### src/rtl/axi_rw.sv
// -----------------------------------------------------------------------------
// axi_rw
//
// Bridges a simple single-access requester port onto an AXI4 master. Each
// request is one single-beat burst: a read goes AR -> R, a write goes
// AW + W -> B. At most one transaction is in flight; completion is a
// one-cycle rw_ready pulse with the response code and, for reads, the
// lane-aligned, zero-extended read data.
//
// Ports
//   clock, reset          single clock, asynchronous active-high reset
//   rw_valid / rw_ready   request held by requester until the completion pulse
//   rw_req                0 = read, 1 = write
//   rw_addr, rw_size      byte address; size 00/01/10/11 = 1/2/4/8 bytes
//   rw_id                 transaction ID driven onto ar_id / aw_id
//   data_write            write data, LSB-aligned
//   data_read, rw_resp    registered read data (LSB-aligned) and AXI response
//   aw_* / w_* / b_*      AXI write address, write data and write response
//   ar_* / r_*            AXI read address and read data
// -----------------------------------------------------------------------------
module axi_rw #(
   parameter int RW_DATA_WIDTH  = 64,
   parameter int AXI_DATA_WIDTH = 64,
   parameter int AXI_ID_WIDTH   = 4
) (
   input  logic                        clock,
   input  logic                        reset,

   // requester side
   input  logic                        rw_valid,
   output logic                        rw_ready,
   input  logic                        rw_req,
   input  logic [AXI_DATA_WIDTH-1:0]   rw_addr,
   input  logic [1:0]                  rw_size,
   input  logic [RW_DATA_WIDTH-1:0]    data_write,
   output logic [RW_DATA_WIDTH-1:0]    data_read,
   output logic [1:0]                  rw_resp,
   input  logic [3:0]                  rw_id,

   // AXI write address
   output logic                        aw_valid,
   input  logic                        aw_ready,
   output logic [AXI_DATA_WIDTH-1:0]   aw_addr,
   output logic [AXI_ID_WIDTH-1:0]     aw_id,
   output logic [7:0]                  aw_len,
   output logic [2:0]                  aw_size,
   output logic [1:0]                  aw_burst,

   // AXI write data
   output logic                        w_valid,
   input  logic                        w_ready,
   output logic [AXI_DATA_WIDTH-1:0]   w_data,
   output logic [AXI_DATA_WIDTH/8-1:0] w_strb,
   output logic                        w_last,

   // AXI write response
   input  logic                        b_valid,
   output logic                        b_ready,
   input  logic [1:0]                  b_resp,
   input  logic [AXI_ID_WIDTH-1:0]     b_id,

   // AXI read address
   output logic                        ar_valid,
   input  logic                        ar_ready,
   output logic [AXI_DATA_WIDTH-1:0]   ar_addr,
   output logic [AXI_ID_WIDTH-1:0]     ar_id,
   output logic [7:0]                  ar_len,
   output logic [2:0]                  ar_size,
   output logic [1:0]                  ar_burst,

   // AXI read data
   input  logic                        r_valid,
   output logic                        r_ready,
   input  logic [AXI_DATA_WIDTH-1:0]   r_data,
   input  logic [1:0]                  r_resp,
   input  logic                        r_last,
   input  logic [AXI_ID_WIDTH-1:0]     r_id
);

   localparam int STRB_WIDTH = AXI_DATA_WIDTH / 8;

   localparam logic [2:0] IDLE   = 3'd0;
   localparam logic [2:0] R_ADDR = 3'd1;
   localparam logic [2:0] R_DATA = 3'd2;
   localparam logic [2:0] W_ADDR = 3'd3;
   localparam logic [2:0] W_RESP = 3'd4;
   localparam logic [2:0] DONE   = 3'd5;

   localparam logic [1:0] BURST_INCR = 2'b01;

   logic [2:0]                state_q, state_d;
   logic [AXI_DATA_WIDTH-1:0] addr_q, addr_d;
   logic [1:0]                size_q, size_d;
   logic [3:0]                id_q, id_d;
   logic [RW_DATA_WIDTH-1:0]  wdata_q, wdata_d;
   logic                      ar_valid_q, ar_valid_d;
   logic                      aw_valid_q, aw_valid_d;
   logic                      w_valid_q, w_valid_d;
   logic [RW_DATA_WIDTH-1:0]  data_read_q, data_read_d;
   logic [1:0]                resp_q, resp_d;

   // Byte-lane placement derived from the latched address and size.
   logic [5:0]                lane_shift;
   logic [AXI_DATA_WIDTH-1:0] size_mask;
   logic [AXI_DATA_WIDTH-1:0] rdata_aligned;
   logic [7:0]                strb_base;
   logic [7:0]                strb_shifted;

   // ID/last on the response channels are deliberately not checked.
   logic                      unused_axi_sideband;
   assign unused_axi_sideband = ^{r_id, b_id, r_last};

   assign lane_shift = {addr_q[2:0], 3'b000};

   always_comb begin
      size_mask = '1;
      strb_base = 8'hFF;
      case (size_q)
         2'b00: begin
            size_mask = AXI_DATA_WIDTH'(8'hFF);
            strb_base = 8'h01;
         end
         2'b01: begin
            size_mask = AXI_DATA_WIDTH'(16'hFFFF);
            strb_base = 8'h03;
         end
         2'b10: begin
            size_mask = AXI_DATA_WIDTH'(32'hFFFF_FFFF);
            strb_base = 8'h0F;
         end
         default: begin
            size_mask = '1;
            strb_base = 8'hFF;
         end
      endcase
   end

   // Bits shifted past lane 7 are dropped, so a misaligned access never
   // spills into a second beat.
   assign strb_shifted  = strb_base << addr_q[2:0];
   assign rdata_aligned = (r_data >> lane_shift) & size_mask;

   // ---------------------------------------------------------------------
   // Next-state logic
   // ---------------------------------------------------------------------
   always_comb begin
      state_d     = state_q;
      addr_d      = addr_q;
      size_d      = size_q;
      id_d        = id_q;
      wdata_d     = wdata_q;
      ar_valid_d  = ar_valid_q;
      aw_valid_d  = aw_valid_q;
      w_valid_d   = w_valid_q;
      data_read_d = data_read_q;
      resp_d      = resp_q;

      case (state_q)
         IDLE: begin
            if (rw_valid) begin
               addr_d  = rw_addr;
               size_d  = rw_size;
               id_d    = rw_id;
               wdata_d = data_write;
               if (rw_req) begin
                  aw_valid_d = 1'b1;
                  w_valid_d  = 1'b1;
                  state_d    = W_ADDR;
               end else begin
                  ar_valid_d = 1'b1;
                  state_d    = R_ADDR;
               end
            end
         end

         R_ADDR: begin
            if (ar_valid_q && ar_ready) begin
               ar_valid_d = 1'b0;
               state_d    = R_DATA;
            end
         end

         R_DATA: begin
            if (r_valid) begin
               data_read_d = RW_DATA_WIDTH'(rdata_aligned);
               resp_d      = r_resp;
               state_d     = DONE;
            end
         end

         W_ADDR: begin
            // AW and W retire independently; leave once neither is pending,
            // which covers both handshakes landing on the same edge.
            if (aw_valid_q && aw_ready) begin
               aw_valid_d = 1'b0;
            end
            if (w_valid_q && w_ready) begin
               w_valid_d = 1'b0;
            end
            if (!aw_valid_d && !w_valid_d) begin
               state_d = W_RESP;
            end
         end

         W_RESP: begin
            if (b_valid) begin
               resp_d  = b_resp;
               state_d = DONE;
            end
         end

         DONE: begin
            state_d = IDLE;
         end

         default: begin
            state_d    = IDLE;
            ar_valid_d = 1'b0;
            aw_valid_d = 1'b0;
            w_valid_d  = 1'b0;
         end
      endcase
   end

   // ---------------------------------------------------------------------
   // State registers
   // ---------------------------------------------------------------------
   always_ff @(posedge clock or posedge reset) begin
      if (reset) begin
         state_q     <= IDLE;
         addr_q      <= '0;
         size_q      <= '0;
         id_q        <= '0;
         wdata_q     <= '0;
         ar_valid_q  <= 1'b0;
         aw_valid_q  <= 1'b0;
         w_valid_q   <= 1'b0;
         data_read_q <= '0;
         resp_q      <= '0;
      end else begin
         state_q     <= state_d;
         addr_q      <= addr_d;
         size_q      <= size_d;
         id_q        <= id_d;
         wdata_q     <= wdata_d;
         ar_valid_q  <= ar_valid_d;
         aw_valid_q  <= aw_valid_d;
         w_valid_q   <= w_valid_d;
         data_read_q <= data_read_d;
         resp_q      <= resp_d;
      end
   end

   // ---------------------------------------------------------------------
   // Outputs: every AXI field comes from latched request state
   // ---------------------------------------------------------------------
   assign rw_ready  = (state_q == DONE);
   assign data_read = data_read_q;
   assign rw_resp   = resp_q;

   assign ar_valid  = ar_valid_q;
   assign ar_addr   = addr_q;
   assign ar_id     = AXI_ID_WIDTH'(id_q);
   assign ar_len    = 8'd0;
   assign ar_size   = {1'b0, size_q};
   assign ar_burst  = BURST_INCR;
   assign r_ready   = (state_q == R_DATA);

   assign aw_valid  = aw_valid_q;
   assign aw_addr   = addr_q;
   assign aw_id     = AXI_ID_WIDTH'(id_q);
   assign aw_len    = 8'd0;
   assign aw_size   = {1'b0, size_q};
   assign aw_burst  = BURST_INCR;

   assign w_valid   = w_valid_q;
   assign w_data    = AXI_DATA_WIDTH'(wdata_q) << lane_shift;
   // Strobes are qualified by w_valid so the idle/reset bus reads all-zero.
   assign w_strb    = w_valid_q ? STRB_WIDTH'(strb_shifted) : '0;
   assign w_last    = w_valid_q;
   assign b_ready   = (state_q == W_RESP);

endmodule

### config.mk
export PLATFORM = sky130hd
export DESIGN_NAME = axi_rw
export DESIGN_NICKNAME = d
export VERILOG_FILES = /design/src/rtl/axi_rw.sv
export SDC_FILE = /design/constraint.sdc
export NUM_CORES = 1
export LEC_CHECK = 0
export ABC_AREA = 1
export CORE_AREA = 10 10 195 197
export DETAILED_ROUTE_END_ITERATION = 6
export DIE_AREA = 0 0 205 207
export PLACE_DENSITY_LB_ADDON = 0.2
export SLEW_MARGIN = 20
export SYNTH_ARGS = -nofsm -noshare
export SYNTH_HDL_FRONTEND = slang
export SYNTH_SLANG_ARGS = --single-unit
export TNS_END_PERCENT = 30
### constraint.sdc
create_clock -name clock -period 8.09 [get_ports clock]
set_input_delay 1.618 -clock clock [delete_from_list [all_inputs] [get_ports clock]]
set_output_delay 1.618 -clock clock [all_outputs]
set_load 0.005 [all_outputs]
==> results of run 1 <==
-- power groups by stage --
stage	sequential [mW]	clock (mW)	combinational (mW)
finish	1.86	1.26	4.16
global route	1.92	1.33	4.55
CTS	1.86	1.29	4.21
detailed placement	1.86	0	4.20
global placement	1.86	0	4.16
floorplan	1.74	0	2.18
-- state kept, by name, indices dropped and copies added (netlist names) --
signal     cells
wdata_q       64
ar_addr       64
aw_valid       1
size_q         2
ar_id          4
state_q        3
w_last         1
rw_resp        2
data_read     64
ar_valid       1
-- cell type report --
class | count | area share, %
Timing Repair Buffer | 507 | 28.8
Inverter | 83 | 1.87
Clock buffer | 30 | 3.85
Sequential cell | 206 | 29.5
Multi-Input combinational cell | 1257 | 31.3
Clock inverter | 16 | 1.40
Tap cell | 455 | 3.25
Antenna cell | 6 | 0.0858
-- synthesized netlist by cell type (2+ instances only) --
library cell / count / share of area [%]
nand3_1: 77 / 3.2
inv_2: 4 / 0.12
and2_1: 7 / 0.36
and2_0: 7 / 0.36
o21ai_0: 214 / 8.9
clkinv_1: 3 / 0.093
buf_1: 8 / 0.25
buf_6: 2 / 0.19
nand2_1: 724 / 22
o22ai_1: 7 / 0.36
conb_1: 2 / 0.062
nor2_1: 64 / 2.0
buf_4: 104 / 6.5
a21oi_1: 31 / 1.3
buf_2: 45 / 1.9
o31ai_1: 2 / 0.12
nor2_8: 2 / 0.33
mux2i_1: 8 / 0.66
a22oi_1: 3 / 0.19
nor3_1: 7 / 0.29
o211ai_1: 23 / 1.4
dfrtp_1: 206 / 43
inv_1: 76 / 2.4
o21ai_1: 51 / 2.1
clkbuf_1: 45 / 1.4
-- per-stage QoR --
| stage | cells | hold WS [ns] | instance area (um2) | utilization (%) |
|---|---|---|---|---|
| final | 2560 | 0.477 | 17500 | 51.3 |
| after global routing | 2558 | 0.506 | 17500 | 51.3 |
| after CTS | 2554 | 0.482 | 17500 | 51.3 |
| after detailed placement | 2508 | 0.466 | 16600 | 48.6 |
| after global placement | 2508 | 0.465 | 16600 | 48.6 |
| after floorplan | 1750 | 0.468 | 12200 | - |
-- cells by family (layout without fill, tap and decap cells) --
| family | count (synthesis) | count (layout) | share of synthesized area (%) |
|---|---|---|---|
| AO/OA/AOI/OAI | 332 | 332 | 14.4 |
| buffers and inverters | 287 | 636 | 12.7 |
| flip-flops | 206 | 206 | 42.6 |
| multiplexers | 8 | 8 | 0.662 |
| other | 2 | 28 | 0.0621 |
| AND/OR/NAND/NOR | 895 | 895 | 29.5 |
-- tightest hold or removal path: stages, from the launching register on --
cell	delay (ns)
dfrtp_1	0.34
nand2_1	0.05
nand2_1	0.05
-- worst min-delay path by stage --
stage | endpoint | slack, ns | cells past startpoint
after floorplan | wdata_q[57] | 0.47 | 2
after global placement | data_read[9] | 0.47 | 2
after detailed placement | data_read[36] | 0.47 | 2
after CTS | data_read[36] | 0.48 | 2
after global routing | data_read[28] | 0.51 | 2
final | data_read[36] | 0.48 | 2
-- layer usage --
| metal | wire length [um] | GRT usage [%] | share of wire, % | vias to the layer above |
|---|---|---|---|---|
| li1 | - | - | - | 6107 |
| met2 | 26900 | 42.1 | 50 | 510 |
| met5 | 62 | 0 | 0.11 | - |
| met1 | 20700 | 27.5 | 38 | 5957 |
| met4 | 1930 | 9.22 | 3.6 | 10 |
| met3 | 4630 | 6.88 | 8.5 | 93 |
==> results.md, run 1 <==
* Worst hold path type: register to register
* Initial antenna violation count at 11
* Syn-to-layout area delta at 44.8%
* Pwr Density at 416 nW/um2
* Total track usage at 24.3%
* Pleak at 8.05 nW
* Num rows at 68
* Most used cell, CP: o21ai_0
* R2r endpoint: wdata_q[35]
* Logic gate share of total power at 57.1%
* Initial Util at 35.4%
* Reg2Reg Depth at 6
* Post-CTS setup buffer count at 0
* GP Congestion at 0.906
* Worst Setup EP: w_data[55]
* Critical Path Stages at 6
* Root buffer cell: clkbuf_16
* Sequential Power Share at 25.6%
* Max incr delay on CP at 0.87 ns
* Largest net degree at the start of global routing at 142
* Vias per cell at 4.95
* Crit. End Element: primary output
* Worst Setup SP: ar_addr[0]
* WL per Instance at 21.2 um
* CORE AREA at 34100 um2
* CTS Buf Count at 25
* Commonest non-fill, non-tap cells in the layout: 724 x nand2_1, 495 x clkdlybuf4s50_1, 214 x o21ai_0
* Multi-input logic area at 5470 um2
* Die area at 42400 um2
* Worst Slack Setup Final at 2.81 ns
* HP Start: data_read[36]
* Slew headroom at 27.9%
* Chip width at 205 um
* RSZ-0062 raised after global routing: no
* Chip Height at 207 um
* Synth unique cells at 33
* CP arrival at 3.66 ns
* CP delay by family, top: buffers and inverters
* Number of DRC markers in iteration 0 at 840
* Clock skew at 0.0166 ns
* Status: complete, no violations
* Commonest non-fill, non-tap cell in the layout: nand2_1
* Post-Place Worst Slack at 3.36 ns
* Worst Tran Pin Value at 1.08 ns
* Setup TNS at 0 ns
* Yosys warning total at 0
* Asr flop ratio synth at 100%
* Remaining DRCs at 0
* Vias at 12677
* Routed Antenna Nets at 0
* Register area at 5160 um2
* Drt total wl at 54200 um
* CP max-delay cell: dfrtp_4
* Number of synthesized flops with an enable pin at 0
* Clk buf depth at 3
* Synthesized instance count at 1730
* Total grt overflow at 0
* First-pass GRT wire length at 80100 um
* Port bufs at 495
* Clock power share at 17.3%
* Num ports at 527
* Buffer and inverter count on the worst path at 2
* Reg clk slew, reported paths at 0.06 ns
* Ys flop type: dfrtp_1
* R2r setup slk at 4.83 ns
* Setup violations, final at 0
* Final period utilization at 65.3%
* H-tree levels at 1
* Fmax at 189 MHz
* Worst r2r src: state_q[2]
* Total of max-cap violations at 0
* CTS tree: built
* PostCTS Resize Cnt at 0
* Power Total at 7.29 mW
* Fill cells at 3412
* Final Slew Violations at 0
* Final Hold Viols at 0
* Vias in the first global route at 12783
* Critical path, cell by cell: buf_4, o21ai_0, o22ai_1, nand2_1, o21ai_0, clkdlybuf4s50_1
* Switching Power at 3.14 mW
* Clk sinks at 206
* #FFs+latches synth at 206
* Internal at 4.15 mW
* First-pass iteration count of the detailed router at 5
* Mapped cell area at 12100 um2
* Critical Setup Path Class: register to primary output
* Worst endpoint required time at 6.47 ns
* Post-layout minimum cycle time at 5.28 ns
* HPWL Detailed at 40200 um
* Share of post-route cells with drive strength above 1 at 3.48%
* Syn avg cell area at 6.99 um2
* VDD IR-drop max at 0.000243 V
* Crit-path max FO at 100
* Register area share after synthesis at 42.6%
* Worst-Skew Late Latency at 0.53 ns
* # hold bufs at CTS at 0
* NumNets Final at 2300
* Sw Share at 43.0%
* Worst setup SP type: register
Note: power is estimated with default switching activity, not from simulation.
==> inputs of run 2 (changes only) <==
--- a/config.mk
+++ b/config.mk
@@ -6,9 +6,9 @@
 export NUM_CORES = 1
 export LEC_CHECK = 0
 export ABC_AREA = 1
-export CORE_AREA = 10 10 195 197
+export CORE_AREA = 10 10 198 200
 export DETAILED_ROUTE_END_ITERATION = 6
-export DIE_AREA = 0 0 205 207
+export DIE_AREA = 0 0 208 210
 export PLACE_DENSITY_LB_ADDON = 0.2
 export SLEW_MARGIN = 20
 export SYNTH_ARGS = -nofsm -noshare
==> constraint.sdc (replaced) <==
create_clock -name clock -period 4.5 [get_ports clock]
set_input_delay 0.9 -clock clock [delete_from_list [all_inputs] [get_ports clock]]
set_output_delay 0.9 -clock clock [all_outputs]
set_load 0.005 [all_outputs]
==> results.md, run 2 (synthesis results as in run 1) <==
* Status: complete, no violations (unchanged)
* Clock skew at 0.0133 ns (was 0.0166 ns)
* H-tree levels at 1 (unchanged)
* Num ports at 527 (unchanged)
* CTS Buf Count at 24 (was 25)
* Register area at 5160 um2 (unchanged)
* Worst hold path type: register to register (unchanged)
* RSZ-0062 raised after global routing: no (unchanged)
* Post-CTS setup buffer count at 0 (unchanged)
* GP Congestion at 0.936 (was 0.906)
* Vias per cell at 5.02 (was 4.95)
* Placed Instance Area at 16700 um2 (was 16600 um2)
* Drt total wl at 53800 um (was 54200 um)
* Fin util at 49.7% (was 51.3%)
* PostCTS Resize Cnt at 0 (unchanged)
* Sequential Power Share at 25.9% (was 25.6%)
* Power Total at 12.9 mW (was 7.29 mW)
* Post-layout minimum cycle time at 4.08 ns
* Die area at 43700 um2 (was 42400 um2)
* Total grt overflow at 0 (unchanged)
* Max incr delay on CP at 0.84 ns (was 0.87 ns)
* Initial antenna violation count at 9 (was 11)
* Largest net degree at the start of global routing at 107 (was 142)
* Initial Util at 34.3% (was 35.4%)
* Post-layout instance area at 17500 um2 (about the same)
* # hold bufs at CTS at 0 (unchanged)
* Slew headroom at 35.0% (was 27.9%)
* Final period utilization at 90.7%
* Clk buf depth at 3 (unchanged)
* CP max-delay cell: dfrtp_4 (unchanged)
* Chip width at 208 um (was 205 um)
* Pleak at 8.06 nW (was 8.05 nW)
* Multi-input logic area at 5470 um2 (unchanged)
* Chip Height at 210 um (was 207 um)
* Total track usage at 23.4% (was 24.3%)
* Sw Share at 43.0% (about the same)
* Total of max-cap violations at 0 (unchanged)
* Num rows at 69 (was 68)
* Root buffer cell: clkbuf_16 (unchanged)
* HPWL Detailed at 40400 um (was 40200 um)
* Worst endpoint required time at 3.60 ns (was 6.47 ns)
* Commonest non-fill, non-tap cells in the layout: 724 x nand2_1, 495 x clkdlybuf4s50_1, 214 x o21ai_0 (unchanged)
* Non-Filler Instances at 2570 (was 2560)
* First-pass GRT wire length at 80800 um (was 80100 um)
* Setup TNS at 0 ns (unchanged)
* Worst setup SP type: register (unchanged)
* VDD IR-drop max at 0.000396 V (was 0.000243 V)
* Final Hold Viols at 0 (unchanged)
* Final Slew Violations at 0 (unchanged)
* Internal at 7.36 mW (was 4.15 mW)
* Clock power share at 16.1% (was 17.3%)
* First-pass iteration count of the detailed router at 5 (unchanged)
* Placed Instances at 2520 (was 2508)
* Routed Antenna Nets at 0 (unchanged)
* Crit. End Element: primary output (unchanged)
* CORE AREA at 35200 um2 (was 34100 um2)
* Commonest non-fill, non-tap cell in the layout: nand2_1 (unchanged)
* Remaining DRCs at 0 (unchanged)
* CP arrival at 3.18 ns (was 3.66 ns)
* Reg clk slew, reported paths at 0.06 ns (about the same)
* Critical Setup Path Class: register to primary output (unchanged)
* Fill cells at 3522 (was 3412)
* Clk sinks at 206 (unchanged)
* Pwr Density at 737 nW/um2 (was 416 nW/um2)
* Vias in the first global route at 12969 (was 12783)
* Setup violations, final at 0 (unchanged)
* Switching Power at 5.55 mW (was 3.14 mW)
* Worst-Skew Late Latency at 0.52 ns (was 0.53 ns)
* Critical path, cell by cell: inv_2, o21ai_0, nand2_1, o21ai_0, nand2_1, o21ai_1, clkdlybuf4s50_1 (was buf_4, o21ai_0, o22ai_1, nand2_1, o21ai_0, clkdlybuf4s50_1)
* Syn-to-layout area delta at 44.9% (was 44.8%)
* Logic gate share of total power at 58.0% (was 57.1%)
* Vias at 12903 (was 12677)
* Worst Tran Pin Value at 0.976 ns (was 1.08 ns)
* Number of DRC markers in iteration 0 at 873 (was 840)
* Port bufs at 495 (unchanged)
* Crit-path max FO at 56 (was 100)
* NumNets Final at 2305 (was 2300)
* Share of post-route cells with drive strength above 1 at 3.52% (was 3.48%)
* Fmax at 245 MHz
* WL per Instance at 20.9 um (was 21.2 um)
* CTS tree: built (unchanged)
-- run 2: final timing paths --
check | start | end | slack [ns] | cells after the start
worst max-delay path | ar_addr[0] | w_data[51] | 0.42 | 7
worst min-delay path | data_read[22] | data_read[22] | 0.48 | 2
worst max register to register | ar_addr[0] | data_read[24] | 1.82 | 8
worst min register to register | data_read[22] | data_read[22] | 0.48 | 2
max in group asynchronous | reset | ar_addr[2] | 2.81 | 3
min in group asynchronous | reset | data_read[6] | 0.73 | 2
-- run 2: metrics by stage --
stage | hold WS (ns) | worst slack [ns]
after floorplan | 0.468 | 0.928
after detailed placement | 0.467 | 0.916
after global routing | 0.506 | 0.193
final | 0.482 | 0.417
after CTS | 0.484 | 0.344
after global placement | 0.461 | 0.932
-- run 2: cell type report --
type / count / area share, %
Clock inverter: 9 / 0.707
Multi-Input combinational cell: 1257 / 31.2
Tap cell: 461 / 3.29
Sequential cell: 206 / 29.5
Clock buffer: 34 / 4.05
Antenna cell: 7 / 0.100
Inverter: 83 / 1.81
Timing Repair Buffer: 513 / 29.3
-- run 2: power by group through the flow --
| stage | combinational (mW) | sequential, mW | clock (mW) |
|---|---|---|---|
| 2_1_floorplan | 3.92 | 3.13 | 0 |
| 3_5_place_dp | 7.55 | 3.35 | 0 |
| 5_1_grt | 8.22 | 3.46 | 2.19 |
| 6_report | 7.49 | 3.34 | 2.08 |
| 4_1_cts | 7.58 | 3.35 | 2.12 |
| 3_3_place_gp | 7.49 | 3.35 | 0 |
-- run 2: worst max-delay path: cells and delay by family (launching register included) --
kind | cells | cell delay, ns
AO/OA/AOI/OAI | 3 | 0.62
buffers and inverters | 2 | 1.01
flip-flops | 1 | 0.84
AND/OR/NAND/NOR | 2 | 0.15
-- run 2: per-layer routing --
metal	share of wire [%]	track usage (%)	vias up
met3	7.8	5.91	90
met5	0.056	0	-
met4	3.2	8.57	6
li1	-	-	6143
met2	50	40.7	510
met1	39	27.5	6154
==> inputs of run 3 (changes only) <==
--- a/config.mk
+++ b/config.mk
@@ -9,7 +9,7 @@
 export CORE_AREA = 10 10 198 200
 export DETAILED_ROUTE_END_ITERATION = 6
 export DIE_AREA = 0 0 208 210
-export PLACE_DENSITY_LB_ADDON = 0.2
+export PLACE_DENSITY = 0.7
 export SLEW_MARGIN = 20
 export SYNTH_ARGS = -nofsm -noshare
 export SYNTH_HDL_FRONTEND = slang
==> results.md, run 3 (synthesis results as in run 1) <==
* Status: complete, no violations (unchanged)
* Max incr delay on CP at 0.66 ns (was 0.84 ns)
* Worst endpoint required time at 3.60 ns (about the same)
* Reg2Reg Depth at 6 (was 8)
* Number of DRC markers in iteration 0 at 809 (was 873)
* Crit. End Element: primary output (unchanged)
* Final Hold Viols at 0 (unchanged)
* # hold bufs at CTS at 0 (unchanged)
* Worst Setup EP: w_data[39] (was w_data[51])
* Register area at 5160 um2 (unchanged)
* Reg clk slew, reported paths at 0.06 ns (about the same)
* Share of post-route cells with drive strength above 1 at 3.71% (was 3.52%)
* Critical path, cell by cell: buf_4, nor2_4, buf_4, nand2_1, o21ai_0, clkdlybuf4s50_1 (was inv_2, o21ai_0, nand2_1, o21ai_0, nand2_1, o21ai_1, clkdlybuf4s50_1)
* Setup TNS at 0 ns (unchanged)
* Clock skew at 0.00858 ns (was 0.0133 ns)
* Commonest non-fill, non-tap cells in the layout: 724 x nand2_1, 495 x clkdlybuf4s50_1, 214 x o21ai_0 (unchanged)
* Worst Setup SP: ar_addr[0] (unchanged)
* NumNets Final at 2308 (was 2305)
* Initial antenna violation count at 10 (was 9)
* Chip width at 208 um (unchanged)
* Fmax at 254 MHz (was 245 MHz)
* CTS Buf Count at 24 (unchanged)
* CTS tree: built (unchanged)
* Critical Path Stages at 6 (was 7)
* CP max-delay cell: clkdlybuf4s50_1 (was dfrtp_4)
* Setup violations, final at 0 (unchanged)
* Chip Height at 210 um (unchanged)
* H-tree levels at 1 (unchanged)
* Power Total at 12.8 mW (was 12.9 mW)
* Vias per cell at 5.02 (about the same)
* Crit-path max FO at 61 (was 56)
* Pleak at 8.04 nW (was 8.06 nW)
* Clk buf depth at 3 (unchanged)
* VDD IR-drop max at 0.000393 V (was 0.000396 V)
* Worst hold path type: register to register (unchanged)
* WL per Instance at 21.1 um (was 20.9 um)
* Post-layout minimum cycle time at 3.93 ns (was 4.08 ns)
* CP delay by family, top: buffers and inverters (unchanged)
* Buffer and inverter count on the worst path at 3 (was 2)
* Worst r2r src: state_q[2] (was ar_addr[0])
* Fill cells at 3436 (was 3522)
* Largest net degree at the start of global routing at 138 (was 107)
* Vias in the first global route at 13017 (was 12969)
* GP Congestion at 0.922 (was 0.936)
* Routed Antenna Nets at 0 (unchanged)
* Num rows at 69 (unchanged)
* PostCTS Resize Cnt at 0 (unchanged)
* First-pass iteration count of the detailed router at 5 (unchanged)
* Worst setup SP type: register (unchanged)
* Root buffer cell: clkbuf_16 (unchanged)
* Port bufs at 495 (unchanged)
* Most used cell, CP: buf_4
* RSZ-0062 raised after global routing: no (unchanged)
* Die area at 43700 um2 (unchanged)
* Clk sinks at 206 (unchanged)
* Worst Tran Pin Value at 0.930 ns (was 0.976 ns)
* CORE AREA at 35200 um2 (unchanged)
* Slew headroom at 38.0% (was 35.0%)
* Num ports at 527 (unchanged)
* R2r endpoint: wdata_q[33] (was data_read[24])
* Remaining DRCs at 0 (unchanged)
* Drt total wl at 54300 um (was 53800 um)
* Multi-input logic area at 5470 um2 (unchanged)
* Pwr Density at 735 nW/um2 (was 737 nW/um2)
* Worst-Skew Late Latency at 0.52 ns (about the same)
* Initial Util at 34.3% (unchanged)
* CP arrival at 3.03 ns (was 3.18 ns)
* Vias at 12902 (was 12903)
* HPWL Detailed at 40900 um (was 40400 um)
* Syn-to-layout area delta at 44.4% (was 44.9%)
* Total grt overflow at 0 (unchanged)
* First-pass GRT wire length at 80700 um (was 80800 um)
* Post-CTS setup buffer count at 0 (unchanged)
* R2r setup slk at 1.76 ns (was 1.82 ns)
* Total track usage at 23.6% (was 23.4%)
* Final Slew Violations at 0 (unchanged)
* Critical Setup Path Class: register to primary output (unchanged)
* Commonest non-fill, non-tap cell in the layout: nand2_1 (unchanged)
* Total of max-cap violations at 0 (unchanged)
* Final period utilization at 87.4% (was 90.7%)
[run 3: layout make-up]
| type | count | share of cell area, % |
|---|---|---|
| Inverter | 83 | 1.82 |
| Antenna cell | 5 | 0.0717 |
| Clock buffer | 31 | 3.94 |
| Multi-Input combinational cell | 1257 | 31.3 |
| Clock inverter | 11 | 0.473 |
| Timing Repair Buffer | 516 | 29.5 |
| Sequential cell | 206 | 29.6 |
| Tap cell | 461 | 3.30 |
[run 3: stage by stage]
stage	instance area, um2	worst slack [ns]	util, %	hold slack (ns)	cells
4_1_cts	17400	0.566	49.5	0.483	2565
3_3_place_gp	16700	1.10	47.3	0.461	2523
5_1_grt	17500	0.448	49.5	0.496	2567
3_5_place_dp	16700	1.12	47.3	0.465	2523
6_report	17500	0.566	49.6	0.479	2570
2_1_floorplan	12200	0.928	-	0.468	1750
[run 3: how the worst min path moves through the flow]
| stage | endpoint | cells past startpoint | startpoint | slack, ns |
|---|---|---|---|---|
| 2_1_floorplan | wdata_q[57] | 2 | wdata_q[57] | 0.47 |
| 3_3_place_gp | data_read[49] | 2 | data_read[49] | 0.46 |
| 3_5_place_dp | data_read[39] | 2 | data_read[39] | 0.47 |
| 4_1_cts | data_read[22] | 2 | data_read[22] | 0.48 |
| 5_1_grt | data_read[22] | 2 | data_read[22] | 0.50 |
| 6_report | data_read[22] | 2 | data_read[22] | 0.48 |
[run 3: where the power goes]
group          internal [mW]  switching (mW)
logic                   3.46            4.12
clock network           1.13           0.807
registers               2.64           0.671
[run 3: metal layers]
metal | routed length (um) | GRT usage (%) | share of wire, %
met5 | 70 | 0 | 0.13
met4 | 1720 | 8.00 | 3.2
met3 | 4560 | 6.89 | 8.4
met2 | 27700 | 42.6 | 51
met1 | 20200 | 25.9 | 37
[run 3: worst min-delay path, stage by stage (launching register included)]
cell and delay [ns]:
dfrtp_1 0.34, nand2_1 0.05, nand2_1 0.05
